===== config.mk =====
export PLATFORM = sky130hd
export DESIGN_NAME = muldiv_unit
export DESIGN_NICKNAME = d
export VERILOG_FILES = /design/src/rtl/muldiv_pkg.sv /design/src/rtl/muldiv_negate.sv /design/src/rtl/muldiv_unit.sv
export SDC_FILE = /design/constraint.sdc
export NUM_CORES = 1
export LEC_CHECK = 0
export CAP_MARGIN = 20
export CORE_MARGIN = 2
export CORE_UTILIZATION = 41
export CTS_CLUSTER_DIAMETER = 60
export DETAILED_ROUTE_END_ITERATION = 12
export PLACE_DENSITY = 0.59
export SLEW_MARGIN = 30
export SYNTH_ARGS = -nofsm -noshare
export SYNTH_HDL_FRONTEND = slang
export SYNTH_SLANG_ARGS = --single-unit

===== constraint.sdc =====
create_clock -name clk -period 3.15 [get_ports clk]
set_input_delay 0.63 -clock clk [delete_from_list [all_inputs] [get_ports clk]]
set_output_delay 0.63 -clock clk [all_outputs]
set_load 0.02 [all_outputs]

===== src/rtl/muldiv_pkg.sv =====
// Shared op encoding, FSM states and op-decode helpers for the multiply/divide unit.
package muldiv_pkg;

   typedef enum logic [1:0] {
      OP_MULT  = 2'b00,
      OP_MULTU = 2'b01,
      OP_DIV   = 2'b10,
      OP_DIVU  = 2'b11
   } op_e;

   typedef enum logic [1:0] {
      ST_IDLE = 2'b00,
      ST_CALC = 2'b01,
      ST_FIX  = 2'b10,
      ST_DZ   = 2'b11
   } state_e;

   // True for the two division ops.
   function automatic logic op_is_div(input op_e op);
      return (op == OP_DIV) || (op == OP_DIVU);
   endfunction

   // True for the two signed ops.
   function automatic logic op_is_signed(input op_e op);
      return (op == OP_MULT) || (op == OP_DIV);
   endfunction

endpackage


===== src/rtl/muldiv_negate.sv =====
// Conditional two's-complement negate, used for operand magnitudes and result sign fix-up.
module muldiv_negate #(
   parameter int unsigned W = 32
) (
   input  logic         en_i,
   input  logic [W-1:0] val_i,
   output logic [W-1:0] res_c_o
);

   // Negate when enabled, otherwise pass through.
   always_comb begin
      res_c_o = val_i;
      if (en_i) begin
         res_c_o = ~val_i + W'(1);
      end
   end

endmodule


===== src/rtl/muldiv_unit.sv =====
// Iterative radix-2 multiply/divide unit (MULT, MULTU, DIV, DIVU) producing HI/LO results.
module muldiv_unit
   import muldiv_pkg::*;
#(
   parameter int unsigned WIDTH = 32
) (
   input  logic             clk,
   input  logic             reset,
   input  logic             start,
   input  logic             cancel,
   input  logic [1:0]       op,
   input  logic [WIDTH-1:0] a,
   input  logic [WIDTH-1:0] b,
   output logic             busy,
   output logic             done,
   output logic             div_zero,
   output logic [WIDTH-1:0] hi,
   output logic [WIDTH-1:0] lo
);

   localparam int unsigned CNT_W = $clog2(WIDTH + 1);
   localparam int unsigned W2    = 2 * WIDTH;

   state_e             state_q, state_d;
   logic [CNT_W-1:0]   cnt_q, cnt_d;
   logic [W2-1:0]      acc_q, acc_d;
   logic [WIDTH-1:0]   opnd_q, opnd_d;
   logic               is_div_q, is_div_d;
   logic               neg_res_q, neg_res_d;
   logic               neg_rem_q, neg_rem_d;
   logic               busy_q, busy_d;
   logic               done_q, done_d;
   logic               dz_q, dz_d;
   logic [WIDTH-1:0]   hi_q, hi_d;
   logic [WIDTH-1:0]   lo_q, lo_d;

   op_e                op_c;
   logic               signed_c;
   logic               div_c;
   logic [WIDTH-1:0]   a_abs_c;
   logic [WIDTH-1:0]   b_abs_c;
   logic [WIDTH:0]     mul_sum_c;
   logic [W2-1:0]      mul_next_c;
   logic [WIDTH:0]     div_tmp_c;
   logic               div_ge_c;
   logic [WIDTH-1:0]   div_rem_c;
   logic [W2-1:0]      div_next_c;
   logic [W2-1:0]      prod_fix_c;
   logic [WIDTH-1:0]   quo_fix_c;
   logic [WIDTH-1:0]   rem_fix_c;

   assign op_c     = op_e'(op);
   assign signed_c = op_is_signed(op_c);
   assign div_c    = op_is_div(op_c);

   // Operand magnitudes for the signed ops.
   muldiv_negate #(.W(WIDTH)) u_neg_a (
      .en_i    (signed_c & a[WIDTH-1]),
      .val_i   (a),
      .res_c_o (a_abs_c)
   );

   muldiv_negate #(.W(WIDTH)) u_neg_b (
      .en_i    (signed_c & b[WIDTH-1]),
      .val_i   (b),
      .res_c_o (b_abs_c)
   );

   // Result sign fix-up: full product, quotient and remainder.
   muldiv_negate #(.W(W2)) u_neg_prod (
      .en_i    (neg_res_q),
      .val_i   (acc_q),
      .res_c_o (prod_fix_c)
   );

   muldiv_negate #(.W(WIDTH)) u_neg_quo (
      .en_i    (neg_res_q),
      .val_i   (acc_q[WIDTH-1:0]),
      .res_c_o (quo_fix_c)
   );

   muldiv_negate #(.W(WIDTH)) u_neg_rem (
      .en_i    (neg_rem_q),
      .val_i   (acc_q[W2-1:WIDTH]),
      .res_c_o (rem_fix_c)
   );

   // Shift-add multiply step: multiplier in the low half, partial product shifts in from the top.
   assign mul_sum_c  = {1'b0, acc_q[W2-1:WIDTH]} + {1'b0, opnd_q};
   assign mul_next_c = acc_q[0] ? {mul_sum_c, acc_q[WIDTH-1:1]} : {1'b0, acc_q[W2-1:1]};

   // Restoring divide step: shifted partial remainder may carry one bit past WIDTH.
   assign div_tmp_c  = {acc_q[W2-1:WIDTH], acc_q[WIDTH-1]};
   assign div_ge_c   = div_tmp_c[WIDTH] | (div_tmp_c[WIDTH-1:0] >= opnd_q);
   assign div_rem_c  = div_ge_c ? (div_tmp_c[WIDTH-1:0] - opnd_q) : div_tmp_c[WIDTH-1:0];
   assign div_next_c = {div_rem_c, acc_q[WIDTH-2:0], div_ge_c};

   // State and datapath registers.
   always_ff @(posedge clk or negedge reset) begin
      if (!reset) begin
         state_q   <= ST_IDLE;
         cnt_q     <= '0;
         acc_q     <= '0;
         opnd_q    <= '0;
         is_div_q  <= 1'b0;
         neg_res_q <= 1'b0;
         neg_rem_q <= 1'b0;
         busy_q    <= 1'b0;
         done_q    <= 1'b0;
         dz_q      <= 1'b0;
         hi_q      <= '0;
         lo_q      <= '0;
      end else begin
         state_q   <= state_d;
         cnt_q     <= cnt_d;
         acc_q     <= acc_d;
         opnd_q    <= opnd_d;
         is_div_q  <= is_div_d;
         neg_res_q <= neg_res_d;
         neg_rem_q <= neg_rem_d;
         busy_q    <= busy_d;
         done_q    <= done_d;
         dz_q      <= dz_d;
         hi_q      <= hi_d;
         lo_q      <= lo_d;
      end
   end

   // Next-state and next-output logic.
   always_comb begin
      state_d   = state_q;
      cnt_d     = cnt_q;
      acc_d     = acc_q;
      opnd_d    = opnd_q;
      is_div_d  = is_div_q;
      neg_res_d = neg_res_q;
      neg_rem_d = neg_rem_q;
      busy_d    = busy_q;
      done_d    = 1'b0;
      dz_d      = 1'b0;
      hi_d      = hi_q;
      lo_d      = lo_q;

      case (state_q)
         ST_IDLE: begin
            if (start) begin
               is_div_d  = div_c;
               neg_res_d = signed_c & (a[WIDTH-1] ^ b[WIDTH-1]);
               neg_rem_d = signed_c & a[WIDTH-1];
               cnt_d     = CNT_W'(WIDTH - 1);
               busy_d    = 1'b1;
               if (div_c) begin
                  opnd_d = b_abs_c;
                  acc_d  = {{WIDTH{1'b0}}, a_abs_c};
               end else begin
                  opnd_d = a_abs_c;
                  acc_d  = {{WIDTH{1'b0}}, b_abs_c};
               end
               state_d = (div_c && (b == '0)) ? ST_DZ : ST_CALC;
            end
         end
         ST_CALC: begin
            if (cancel) begin
               busy_d  = 1'b0;
               state_d = ST_IDLE;
            end else begin
               acc_d = is_div_q ? div_next_c : mul_next_c;
               if (cnt_q == '0) begin
                  state_d = ST_FIX;
               end else begin
                  cnt_d = cnt_q - CNT_W'(1);
               end
            end
         end
         ST_FIX: begin
            busy_d  = 1'b0;
            state_d = ST_IDLE;
            if (!cancel) begin
               done_d = 1'b1;
               if (is_div_q) begin
                  hi_d = rem_fix_c;
                  lo_d = quo_fix_c;
               end else begin
                  hi_d = prod_fix_c[W2-1:WIDTH];
                  lo_d = prod_fix_c[WIDTH-1:0];
               end
            end
         end
         ST_DZ: begin
            busy_d  = 1'b0;
            state_d = ST_IDLE;
            if (!cancel) begin
               done_d = 1'b1;
               dz_d   = 1'b1;
            end
         end
         default: begin
            busy_d  = 1'b0;
            state_d = ST_IDLE;
         end
      endcase
   end

   assign busy     = busy_q;
   assign done     = done_q;
   assign div_zero = dz_q;
   assign hi       = hi_q;
   assign lo       = lo_q;

endmodule


==> impl_metrics.tcl, run 1 <==
set metrics [dict create \
    grt_usage_pct 27.95 \
    comb_power_share_pct 71.1 \
    p_int_mw 11.14 \
    die_area_um2 37430 \
    synth-main-ff-cell "dfrtp_1" \
    hold_ws_ns 0.2147 \
    cts_made_buffers 17 \
    path_cells "buf_4, ha_1, a21o_1, o21a_1, a311oi_2, buf_4, nand3_2, a31oi_1, buf_4, o21ai_0, xor2_1, mux2_2, o21ai_4, o21ai_0" \
    cp.required_ns 3.49 \
    cpMostUsedCell "buf_4" \
    vias 15390 \
    drt-total-wl_mm 53.80 \
    cellPowerDensity_nw_per_um2 1125 \
    avgSynthCellArea_um2 7.763 \
    worstMarginPinSlew_ns 0.7354 \
    crit_slowest_cell "dfrtp_1" \
    clkTransAtPathRegs_ns 0.08 \
    drv_cap 0 \
    syn-num-nets 2038 \
    synth.distinct_cells 87 \
    drc 0 \
    cp_num_buf_inv 3 \
    synthCells 1896 \
    place_congestion 0.9490 \
    peakVddDrop_mv 0.6171 \
    clockBufferDepth 2 \
    max_freq_mhz 321.2 \
    min_period_ns 3.113 \
    drive_gt1_share_pct 18.92 \
    yosysSeqAreaShare_pct 29.58 \
    dpl_cell_area_um2 18420 \
    leakage_nw 8.502 \
    area_growth_pct 31.84 \
    async_flop_share_pct 100.0 \
    ioPinCount 137 \
    io_buffers 136 \
    firstDrtPassIters 5 \
    nFillCells 3351 \
    overflow 0 \
    cpPeakStageDelay_ns 0.40 \
    yosys_warnings 0 \
    fp.coreArea_um2 35480 \
    p_clk_share_pct 9.9 \
    synth_area_um2 14720 \
    startpoint_type "flop" \
    fin_ws_ns 0.03704 \
    wl_per_cell_um 19.91 \
    n_antenna_cell 0 \
    start_util_pct 41.48 \
    cts.sinks 174 \
    ant_nets 0 \
    status "complete, no violations" \
    end_kind "flop" \
    synth_edf_count 0 \
    worstPathArrival_ns 3.45 \
    slew_headroom_pct 50.97 \
    fin_crit_sh_pct 98.82 \
    grt_max_degree 84 \
    critPathKind "flop to flop" \
    hold_viol 0 \
    clkLatencyLatePin_ns 0.46 \
    fin_nets 2371 \
    grt_pass1_wl_mm 82.15 \
    htree_levels 4 \
    tritoncts "built" \
    slew_violations 0 \
    cp_top_family "compound AO/OA/AOI/OAI gates" \
    rows 69 \
    ys_ff_latch 174 \
    seqPwrFrac_pct 19.0 \
    fin_skew_ns 0.01655 \
    drt-initial-drc-count 1212 \
    dp_slack_ns -0.3558 \
    vias_per_cell 5.696 \
    root_buffer "clkbuf_16" \
    rsz0062_at_grt "true" \
    dieHeight_um 193.5 \
    dp_hpwl_mm 41.89 \
    finalSetupViolations 0 \
    switchingPower_mw 10.69 \
    switching_share_pct 48.96 \
    grt_pass1_vias 14540 \
    layout_commonest_cell "buf_4" \
    antenna_found_initial 0 \
    stdcell_area_um2 19410 \
    final_cell_mix "buf_4, nand2_1, o21ai_0, a21oi_1, nor2_1" \
    hold_path_class "primary input to async pin" \
    die_w_um 193.5 \
    cp_max_fo 4 \
]
==> synth_stat cells (14+ instances only) <==
cell type  instances  area [um2]
a211oi_1          26       195.2
o21ai_0          225        1126
mux2i_1           54       540.5
or3_1             19       118.9
ha_1              70       875.8
xnor2_1           82       718.2
dfrtp_1          174        4354
inv_1             61       229.0
a21o_1            27       202.7
clkbuf_1          97       364.1
nor3_1            37       185.2
nand2b_1          21       131.4
nor2_1           182       683.2
a31oi_1           16       100.1
nand3_1           33       165.2
a21oi_1          187       935.9
nor4_1            15       93.84
nand2_1          225       844.6
xor2_1            90       788.3
o31ai_1           19       142.6
o211ai_1          14       105.1
nor2b_1           17       106.4
==> worst register-to-register path, cell delays in order (launching register included) <==
cell      delay [ns]
dfrtp_1         0.40
buf_4           0.14
ha_1            0.33
a21o_1          0.21
o21a_1          0.21
a311oi_2        0.29
buf_4           0.18
nand3_2         0.09
a31oi_1         0.18
buf_4           0.15
o21ai_0         0.12
xor2_1          0.15
mux2_2          0.29
o21ai_4         0.15
o21ai_0         0.10
==> worst paths after layout <==
kind	from	end	slack, ns	cells after the start
hold / removal	reset	lo[11]	0.21	1
max in group asynchronous	reset	acc_q[48]	2.13	2
hold reg to reg	lo[23]	lo[23]	0.48	2
min in group clk	lo[23]	lo[23]	0.48	2
setup reg to reg	acc_q[43]	acc_q[58]	0.04	14
setup / recovery	acc_q[43]	acc_q[58]	0.04	14
==> registers in the layout, summed over array words and instances (netlist names), 2 cells and up <==
signal,cells
lo,32
cnt_q,6
opnd_q,32
hi,32
acc_q,64
state_q,2
==> repair_timing <==
action	CTS	global route
gates resized for setup	17	58
buffers inserted	3	7
pin swaps	7	31
hold buffers	0	0
endpoints found under the setup margin	22	37
==> layer usage <==
metal	part of all wire, %	vias up	track usage [%]
met3	6.6	77	4.289
met5	0	-	0
li1	-	7446	-
met4	3.1	0	10.40
met1	44	7357	38.60
met2	46	510	44.15
==> logic make-up (layout without fill, tap and decap cells) <==
| logic type | Yosys count | after routing | synth area share [%] |
|---|---|---|---|
| flip-flops | 174 | 174 | 29.58 |
| AND/OR/NAND/NOR | 613 | 613 | 19.45 |
| AO/OA/AOI/OAI | 626 | 626 | 25.65 |
| adder cells (fa/ha/maj) | 72 | 72 | 6.222 |
| buffers and inverters | 181 | 526 | 4.879 |
| XOR/XNOR | 172 | 172 | 10.23 |
| multiplexers | 58 | 58 | 3.978 |
==> layout make-up <==
cell class                      instances  area [um2]  area share (%)
Clock buffer                           19       442.9           2.282
Clock inverter                         12       125.1          0.6447
Inverter                               62       232.7           1.199
Multi-Input combinational cell       1541       10000           51.55
Sequential cell                       174        4359           22.46
Tap cell                              461       576.8           2.972
Timing Repair Buffer                  433        3666           18.89
==> power groups by stage <==
stage	combinational, mW	clock [mW]	sequential, mW
6_report	15.5	2.17	4.14
5_1_grt	16.9	2.26	4.26
4_1_cts	14.9	2.19	4.11
3_5_place_dp	14.7	0	4.15
3_3_place_gp	14.6	0	4.11
2_1_floorplan	8.55	0	4.39
==> stage by stage <==
step           setup TNS (ns)  instances  utilization (%)  power [mW]
2_1_floorplan               0       1896                -       12.94
3_3_place_gp           -5.621       2661            51.90       18.70
3_5_place_dp           -8.028       2661            51.91       18.85
4_1_cts              -0.04054       2695            53.75       21.23
5_1_grt               -0.1830       2702            54.69       23.44
6_report                    0       2702            54.69       21.83
No activity file was read; power rests on OpenSTA's default activity.
==> run 2, diff against run 1 <==
- CORE_MARGIN: 2 -> default
- PLACE_DENSITY: 0.59 -> 0.56
- clock period: 3.15 -> 3.4 ns (I/O delays scaled with it)
==> run 2 against run 1 <==
Effect of this change:
- worst setup slack improved by 0.067 ns
- power is 11% lower
- cell area shrank 4.7%
- hold slack better by 0.0048 ns
- wire length grew 1.8%
- non-clock buffer count shrank 106
- core utilization decreased by 2.6 points
- die area shrank 2.1%
- clock power about the same
- first-iteration DRC count decreased by 18%
- maximum frequency fell by 5.5%
- clock-buffer cell count decreased by 2
- largest cell class unchanged
==> impl_metrics.tcl, run 2 (synthesized netlist as in run 1, its figures left out) <==
set metrics [dict create \
    drive_gt1_share_pct 13.62 \
    tritoncts "built" \
    grt_max_degree 114 \
    drt-total-wl_mm 54.79 \
    cts_made_buffers 17 \
    fin_ws_ns 0.1045 \
    rrSetupSlack_ns 0.10 \
    startpoint_type "flop" \
    largest_reg_flops 64 \
    fin_crit_sh_pct 96.93 \
    clockBufferDepth 2 \
    min_period_ns 3.295 \
    vias_per_cell 5.762 \
    worstMarginPinSlew_ns 0.8420 \
    io_buffers 136 \
    rsz0062_at_grt "true" \
    hold_path_class "primary input to async pin" \
    slew_headroom_pct 43.87 \
    multiInputGateArea_um2 9832 \
    status "complete, no violations" \
    area_growth_pct 25.63 \
    start_util_pct 41.48 \
    top_register "acc_q" \
    clkTransAtPathRegs_ns 0.08 \
    cpMostUsedCell "buf_4" \
    end_kind "flop" \
    slew_violations 0 \
    drc 0 \
    path_cells "buf_4, ha_1, a21o_1, or3_1, o22ai_1, o21ai_2, buf_4, a31o_2, a211oi_1, nor2_1, or4_1, nand4_1, a22o_1" \
    htree_levels 4 \
    max_freq_mhz 303.4 \
    cp_top_family "compound AO/OA/AOI/OAI gates" \
    hold_viol 0 \
    critPathKind "flop to flop" \
    grt_pass1_vias 13710 \
    clkLatencyLatePin_ns 0.46 \
    fp.coreArea_um2 35480 \
    finalSetupViolations 0 \
    cp.required_ns 3.80 \
    crit_slowest_cell "or4_1" \
    worstPathArrival_ns 3.70 \
    power_mw 19.44 \
    dp_hpwl_mm 43.59 \
    wl_per_cell_um 21.08 \
    regArea_um2 4358 \
    cellPowerDensity_nw_per_um2 1051 \
    cp_max_fo 9 \
    holdBufCountCts 0 \
    drv_cap 0 \
    die_w_um 191.5 \
    cp_num_buf_inv 2 \
    rows 69 \
    vias 14980 \
    cpPeakStageDelay_ns 0.47 \
    leakage_nw 7.992 \
    final_cell_mix "nand2_1, o21ai_0, buf_4, a21oi_1, nor2_1" \
    ant_nets 0 \
    place_congestion 0.9557 \
    fin_skew_ns 0.01751 \
    dieHeight_um 191.5 \
    hold_ws_ns 0.2195 \
    die_area_um2 36660 \
    antenna_found_initial 2 \
    cts.sinks 174 \
    root_buffer "clkbuf_16" \
    nFillCells 3495 \
    fin_nets 2265 \
    dp_slack_ns -0.1455 \
    grt_usage_pct 29.90 \
    overflow 0 \
    peakVddDrop_mv 0.5667 \
    ioPinCount 137 \
    firstDrtPassIters 5 \
    grt_pass1_wl_mm 81.75 \
    drt-initial-drc-count 993 \
]
run 2: power breakdown:
group	switching, mW	leakage (nW)	total (mW)	internal, mW
Sequential	0.963	2.15	3.92	2.96
Clock	1.06	0.307	2.14	1.08
Combinational	7.72	5.53	13.4	5.66
Total	9.75	7.99	19.4	9.69
run 2: path summary, 6_finish.rpt:
check,from,endpoint,cells after the start
max reg2reg,acc_q[37],acc_q[47],13
min in group clk,lo[12],lo[12],2
max in group asynchronous,reset,lo[9],2
min reg2reg,lo[12],lo[12],2
min,reset,acc_q[10],1
max,acc_q[37],acc_q[47],13
run 2: worst register-to-register path: cells and delay by family, from the launching register on:
family | cells | cell delay, ns
DFF | 1 | 0.39
AOI/OAI and AO/OA | 6 | 1.18
buffers and inverters | 2 | 0.33
adders and majority gates | 1 | 0.35
and+or+nand+nor | 4 | 1.00
run 2: area by class of cell:
class / instances / share of cell area (%)
clock inverters: 15 / 1.123
multi-input cells: 1541 / 53.17
clock buffers: 17 / 2.301
flip-flops and latches: 174 / 23.57
repair buffers: 327 / 15.43
well taps: 461 / 3.119
diodes: 2 / 0.02707
inverters: 62 / 1.259
run 2: what timing repair did:
action | CTS | global route
endpoints found under the setup margin | 1 | 14
gates resized for setup | 2 | 35
setup buffers | 1 | 1
pin swaps | 1 | 9
run 2: metal layers:
layer  up-vias  wire (um)  track usage (%)
met4         2       2222            13.40
met1      7068      24780            41.21
met2       570      23500            43.98
li1       7230          -                -
met5         -         13                0
met3       106       4272            7.142
run 2: per-stage QoR:
stage / utilization, % / cells / cell area, um2 / setup TNS (ns)
finish: 52.11 / 2599 / 18490 / 0
global route: 52.10 / 2597 / 18490 / -0.01839
CTS: 51.61 / 2596 / 18310 / 0
detailed placement: 49.79 / 2563 / 17670 / -0.9485
global placement: 49.79 / 2563 / 17670 / -0.5379
floorplan: - / 1896 / 14720 / 0
==> run 3, diff against run 2 <==
- CTS_CLUSTER_DIAMETER: 60 -> default
==> results of run 3 <==
No change in the layout: final DEF, timing and power equal those of run 2.
